<file path="config.mk">
export PLATFORM = sky130hd
export DESIGN_NAME = updown_mod_counter_sar
export DESIGN_NICKNAME = d
export VERILOG_FILES = /design/src/rtl/updown_mod_counter_sar_pkg.sv /design/src/rtl/updown_mod_counter_sar_prescaler.sv /design/src/rtl/updown_mod_counter_sar.sv
export SDC_FILE = /design/constraint.sdc
export NUM_CORES = 1
export LEC_CHECK = 0
export ABC_AREA = 1
export BUFFER_PORTS_ARGS = -buffer_cell sky130_fd_sc_hd__buf_4
export CORE_AREA = 2 2 39 41
export CTS_CLUSTER_DIAMETER = 80
export DETAILED_ROUTE_END_ITERATION = 6
export DIE_AREA = 0 0 41 43
export PLACE_DENSITY = 0.68
export SLEW_MARGIN = 25
export SYNTH_ARGS = -nofsm -noshare
export SYNTH_HDL_FRONTEND = slang
export SYNTH_SLANG_ARGS = --single-unit
export TNS_END_PERCENT = 100
</file>
<file path="constraint.sdc">
create_clock -name clk -period 1.38 [get_ports clk]
set_input_delay 0.276 -clock clk [delete_from_list [all_inputs] [get_ports clk]]
set_output_delay 0.276 -clock clk [all_outputs]
set_load 0.01 [all_outputs]
</file>
<file path="src/rtl/updown_mod_counter_sar_pkg.sv">
// Shared encodings and helpers for the up/down modulo counter.
package updown_mod_counter_sar_pkg;

  // Direction as presented on up_dn.
  typedef enum logic {
    DirDown = 1'b0,
    DirUp   = 1'b1
  } dir_e;

  // Boundary behaviour as presented on sat_mode.
  typedef enum logic {
    ModeWrap = 1'b0,
    ModeSat  = 1'b1
  } mode_e;

  // Ceiling log2; clog2(1) = 0, clog2(256) = 8.
  function automatic int unsigned clog2(input int unsigned value);
    int unsigned res;
    res = 0;
    for (int i = 0; i < 32; i++) begin
      if ((64'd1 << i) < 64'(value)) res = i + 1;
    end
    return res;
  endfunction

endpackage

</file>
<file path="src/rtl/updown_mod_counter_sar_prescaler.sv">
// Prescaler: raises step on every PRESCALE-th enabled cycle.
module prescaler_sar
  import updown_mod_counter_sar_pkg::*;
#(
  parameter int unsigned PRESCALE = 1
) (
  input  logic clk,
  input  logic reset,
  input  logic en,
  input  logic clear,
  output logic step
);

  // At least one bit so PRESCALE=1 still elaborates; the counter then sits at 0.
  localparam int unsigned CntWidth = (PRESCALE > 1) ? clog2(PRESCALE) : 1;
  localparam logic [CntWidth-1:0] CntMax = CntWidth'(PRESCALE - 1);

  logic [CntWidth-1:0] cnt_q, cnt_d;

  // Step is not masked by clear; the parent gives load priority over a step.
  assign step = en & (cnt_q == CntMax);

  // Next phase: clear wins, otherwise advance and roll over while enabled.
  always_comb begin
    cnt_d = cnt_q;
    if (clear) begin
      cnt_d = '0;
    end else if (en) begin
      cnt_d = (cnt_q == CntMax) ? '0 : cnt_q + 1'b1;
    end
  end

  // Phase register.
  always_ff @(posedge clk or negedge reset) begin
    if (!reset) cnt_q <= '0;
    else        cnt_q <= cnt_d;
  end

endmodule

</file>
<file path="src/rtl/updown_mod_counter_sar.sv">
// Up/down modulo counter with prescaler, wrap/saturate boundary handling,
// terminal-count pulse and sticky overflow flag.
module updown_mod_counter_sar
  import updown_mod_counter_sar_pkg::*;
#(
  parameter int unsigned WIDTH    = 4,
  parameter int unsigned MODULUS  = 16,
  parameter int unsigned PRESCALE = 1
) (
  input  logic             clk,
  input  logic             reset,
  input  logic             en,
  input  logic             up_dn,
  input  logic             sat_mode,
  input  logic             load,
  input  logic [WIDTH-1:0] load_val,
  input  logic             clr_ovf,
  output logic [WIDTH-1:0] q,
  output logic             tc,
  output logic             ovf
);

  localparam logic [WIDTH-1:0] MaxVal = WIDTH'(MODULUS - 1);

  logic [WIDTH-1:0] count_q, count_d;
  logic             tc_q, tc_d;
  logic             ovf_q, ovf_d;
  logic             step;
  logic             at_bound;
  logic             boundary;
  dir_e             dir;
  mode_e            mode;

  assign dir  = dir_e'(up_dn);
  assign mode = mode_e'(sat_mode);

  // A load restarts the step phase.
  prescaler_sar #(
    .PRESCALE(PRESCALE)
  ) u_prescaler (
    .clk  (clk),
    .reset(reset),
    .en   (en),
    .clear(load),
    .step (step)
  );

  // Boundary value depends on the direction in force at the step.
  assign at_bound = (dir == DirUp) ? (count_q == MaxVal) : (count_q == '0);

  // Next count and flags: load > step > hold.
  always_comb begin
    count_d  = count_q;
    boundary = 1'b0;
    if (load) begin
      count_d = (load_val > MaxVal) ? MaxVal : load_val;
    end else if (step) begin
      boundary = at_bound;
      if (dir == DirUp) begin
        if (at_bound) count_d = (mode == ModeWrap) ? '0 : count_q;
        else          count_d = count_q + 1'b1;
      end else begin
        if (at_bound) count_d = (mode == ModeWrap) ? MaxVal : count_q;
        else          count_d = count_q - 1'b1;
      end
    end
    tc_d  = boundary;
    // Set beats clear on the same edge.
    ovf_d = boundary | (ovf_q & ~clr_ovf);
  end

  // Count and flag registers.
  always_ff @(posedge clk or negedge reset) begin
    if (!reset) begin
      count_q <= '0;
      tc_q    <= 1'b0;
      ovf_q   <= 1'b0;
    end else begin
      count_q <= count_d;
      tc_q    <= tc_d;
      ovf_q   <= ovf_d;
    end
  end

  assign q   = count_q;
  assign tc  = tc_q;
  assign ovf = ovf_q;

endmodule

</file>
==> impl_metrics.tcl <==
set metrics [dict create \
    grt_start_max_net_pins 10 \
    setup_violations 3 \
    synth_adder_area_share_pct 4.95 \
    drive_above_1_share_pct 44.2 \
    routed_via_density 4.50 \
    critical_path.startpoint_type "flop" \
    synthCells 77 \
    finalWirelength_mm 1.31 \
    status "finished with violations" \
    drv_slew 0 \
    numPortBuffers 16 \
    synth_xor_area_share_pct 1.73 \
    rows 14 \
    vert_die_dim_microns 43 \
    timing.critical_path.mode_cell "sky130_fd_sc_hd__nand2_2" \
    grt_overflow 0 \
    track_usage_pct 16.1 \
    finalHoldViolCount 0 \
    timing.critical_path.to_type "flop" \
    grt_pass1_vias 486 \
    core-area_sq_um 1380 \
    ys_ff_latch 6 \
    grt_setup_unrepaired "true" \
    synth_top_family_by_area "simple AND/OR/NAND/NOR gates" \
    synthesis.area_per_instance_sq_um 6.56 \
    finalNetCount 119 \
    area.growth.synth_to_final_pct 50.2 \
    pwr_cell_area_nw_per_um2 1060 \
    final_common_cell "sky130_fd_sc_hd__buf_4" \
    initial_utilization_pct 36.5 \
    dieArea_sq_um 1760 \
    path_buf_inv 3 \
    cts.path.max_buffers 2 \
    cp_slowest_cell "sky130_fd_sc_hd__dfrtp_1" \
    drc 0 \
    placed_wire_length_estimate_after_detailed_placement_microns 916 \
    antenna_cells 0 \
    synth_simple_gate_area_share_pct 35.9 \
    htreeDepth 1 \
    fin_ws_ns -0.00416 \
    drt_iter0_drc 12 \
    num_io_pins 17 \
    synth.area.mux_share_pct 0 \
    synth_compound_area_share_pct 11.6 \
    clock-sinks 6 \
    slowest_delay_ns 0.42 \
    mappedNetlistNets 90 \
    clock_latency_of_the_later_clocked_register_in_the_worst_skew_pair_ns 0.24 \
    cp_cell_sequence "inv_2, ha_4, inv_2, nor2_1, nand2_1, nand2_2, nand2_2, nand2_4, inv_4, nand2_2, o21ai_2" \
    clock_tree_from_tritoncts "yes" \
    placement.cell_area_sq_um 668 \
    synthesis.yosys.warnings 0 \
    critical_path_arrival_ns 1.52 \
    synthesis.area_sq_um 505 \
    grt_pass1_wl_mm 1.93 \
    post-route-cell-area_sq_um 759 \
    route.antenna.remaining_nets 0 \
    crit_path_max_fanout 5 \
    seq_area_frac_synth_pct 29.7 \
    tritoncts.num_buffers 3 \
    fillers 132 \
    mostFrequentLayoutCells "24 x sky130_fd_sc_hd__buf_4, 21 x sky130_fd_sc_hd__nand2_1, 11 x sky130_fd_sc_hd__inv_1" \
    tightest_slew_ns 0.336 \
    worst_path_dominant_cell_family "simple AND/OR/NAND/NOR gates" \
    worst-endpoint-required_ns 1.51 \
    clk_pin_slew_worst_paths_ns 0.05 \
    regToRegStartpoint "q[1]$_DFFE_PN0P_" \
    fin_crit_sh_pct 100 \
    routed-via-count 540 \
    worstSetupPathType "reg -> reg" \
    drv.max_cap_violation_count 0 \
    hp-class "in -> reg" \
    cts-root-buf "sky130_fd_sc_hd__clkbuf_4" \
    max-vdd-ir-drop_v 0.000386 \
    drt-pass1-iter-count 3 \
    gp_congestion 0.856 \
    netlist-cell-type-count 18 \
    routed_wire_length_per_instance_microns 10.9 \
    fin_worst_skew_ns 0.00302 \
    min_from "clr_ovf" \
    chip_width_microns 41 \
    timing.fmax_ghz 0.722 \
    finalWorstPathRequiredPeriod_ns 1.38 \
    slew_headroom_pct 77.6 \
    antenna_found_initial 0 \
    design_power_total_uw 806 \
    reported_leakage_power_nw 0.431 \
    startpoint "q[1]$_DFFE_PN0P_" \
    failed_checks "setup timing" \
]
[worst register-to-register path, stage by stage, from the launching register on]
cell and delay (ns):
sky130_fd_sc_hd__dfrtp_1 0.42, sky130_fd_sc_hd__inv_2 0.10, sky130_fd_sc_hd__ha_4 0.14, sky130_fd_sc_hd__inv_2 0.03
sky130_fd_sc_hd__nor2_1 0.07, sky130_fd_sc_hd__nand2_1 0.09, sky130_fd_sc_hd__nand2_2 0.10, sky130_fd_sc_hd__nand2_2 0.07
sky130_fd_sc_hd__nand2_4 0.10, sky130_fd_sc_hd__inv_4 0.05, sky130_fd_sc_hd__nand2_2 0.05, sky130_fd_sc_hd__o21ai_2 0.05
[synthesized netlist by cell type]
cell	n	area [sq um]
sky130_fd_sc_hd__a21oi_1	1	5.00
sky130_fd_sc_hd__a31oi_1	1	6.26
sky130_fd_sc_hd__buf_6	2	22.5
sky130_fd_sc_hd__dfrtp_1	6	150
sky130_fd_sc_hd__ha_1	2	25.0
sky130_fd_sc_hd__inv_1	14	52.6
sky130_fd_sc_hd__inv_4	1	6.26
sky130_fd_sc_hd__nand2_1	24	90.1
sky130_fd_sc_hd__nand2_2	3	18.8
sky130_fd_sc_hd__nand2_4	1	11.3
sky130_fd_sc_hd__nand3_1	5	25.0
sky130_fd_sc_hd__nand4_1	1	6.26
sky130_fd_sc_hd__nor2_1	8	30.0
sky130_fd_sc_hd__o211ai_1	1	7.51
sky130_fd_sc_hd__o21ai_0	3	15.0
sky130_fd_sc_hd__o21ai_2	2	17.5
sky130_fd_sc_hd__o21bai_1	1	7.51
sky130_fd_sc_hd__xor2_1	1	8.76
[per-layer routing]
layer / share of wire (%) / track usage, % / wire [microns] / vias to the layer above
li1: - / - / - / 293
met4: 1.5 / 8.00 / 19 / 0
met5: 0 / 0 / 0 / -
met1: 47 / 20.3 / 609 / 237
met2: 50 / 25.6 / 649 / 8
met3: 2.1 / 2.09 / 28 / 2
[sequential cells by signal, indices dropped and copies added, names as in the netlist]
register	count
ovf	1
tc	1
q	4
[cells by family (layout without fill, tap and decap cells)]
logic type / Yosys count / count (layout)
XOR/XNOR: 1 / 1
AO/OA/AOI/OAI: 9 / 9
adder cells (fa/ha/maj): 2 / 2
flip-flops: 6 / 6
AND/OR/NAND/NOR: 42 / 42
buffers and inverters: 17 / 44
[per-stage QoR]
step                      TNS (ns)  std cells  setup WS [ns]  utilization [%]  hold WS, ns
final                     -0.00958        120       -0.00416             54.9        0.216
after floorplan                  0         77        0.00970                -      -0.0196
after global placement           0        113         0.0294             48.3       0.0847
after CTS                        0        118        0.00447             51.2        0.208
after detailed placement         0        113       0.000949             48.3       0.0847
after global routing        -0.421        120         -0.103             54.9        0.212
[area by class of cell]
class / instances / area [sq um] / area share, %
clock buffer: 3 / 22.5 / 2.97
inverter: 15 / 58.8 / 7.74
multi-input combinational: 54 / 307 / 40.4
sequential: 6 / 150 / 19.8
tap: 16 / 20.0 / 2.64
timing repair buffer: 26 / 201 / 26.5
[where the power goes]
part / internal (mW) / leakage [nW] / switching [mW]
Clock: 0.0984 / 0.0138 / 0.0636
Sequential: 0.202 / 0.0756 / 0.0462
Combinational: 0.205 / 0.342 / 0.191
[path summary, 6_finish.rpt]
path / slack, ns / cells after the start / endpoint
worst min register to register: 0.54 / 2 / ovf$_DFF_PN0_
min in group asynchronous: 0.37 / 2 / q[0]$_DFFE_PN0P_
max in group asynchronous: 0.90 / 2 / ovf$_DFF_PN0_
worst max register to register: -0.004 / 11 / q[2]$_DFFE_PN0P_
worst min-delay path: 0.22 / 2 / ovf$_DFF_PN0_
worst max-delay path: -0.004 / 11 / q[2]$_DFFE_PN0P_
[repair_timing]
action | in CTS | in global routing
hold buffers | 1 | 0
resized for setup | 1 | 12
setup buffers | 1 | 2
setup endpoints to repair | 2 | 6
endpoints found under the hold margin | 6 | 0
pin swaps | 0 | 7
Note: power is estimated with default switching activity, not from simulation.
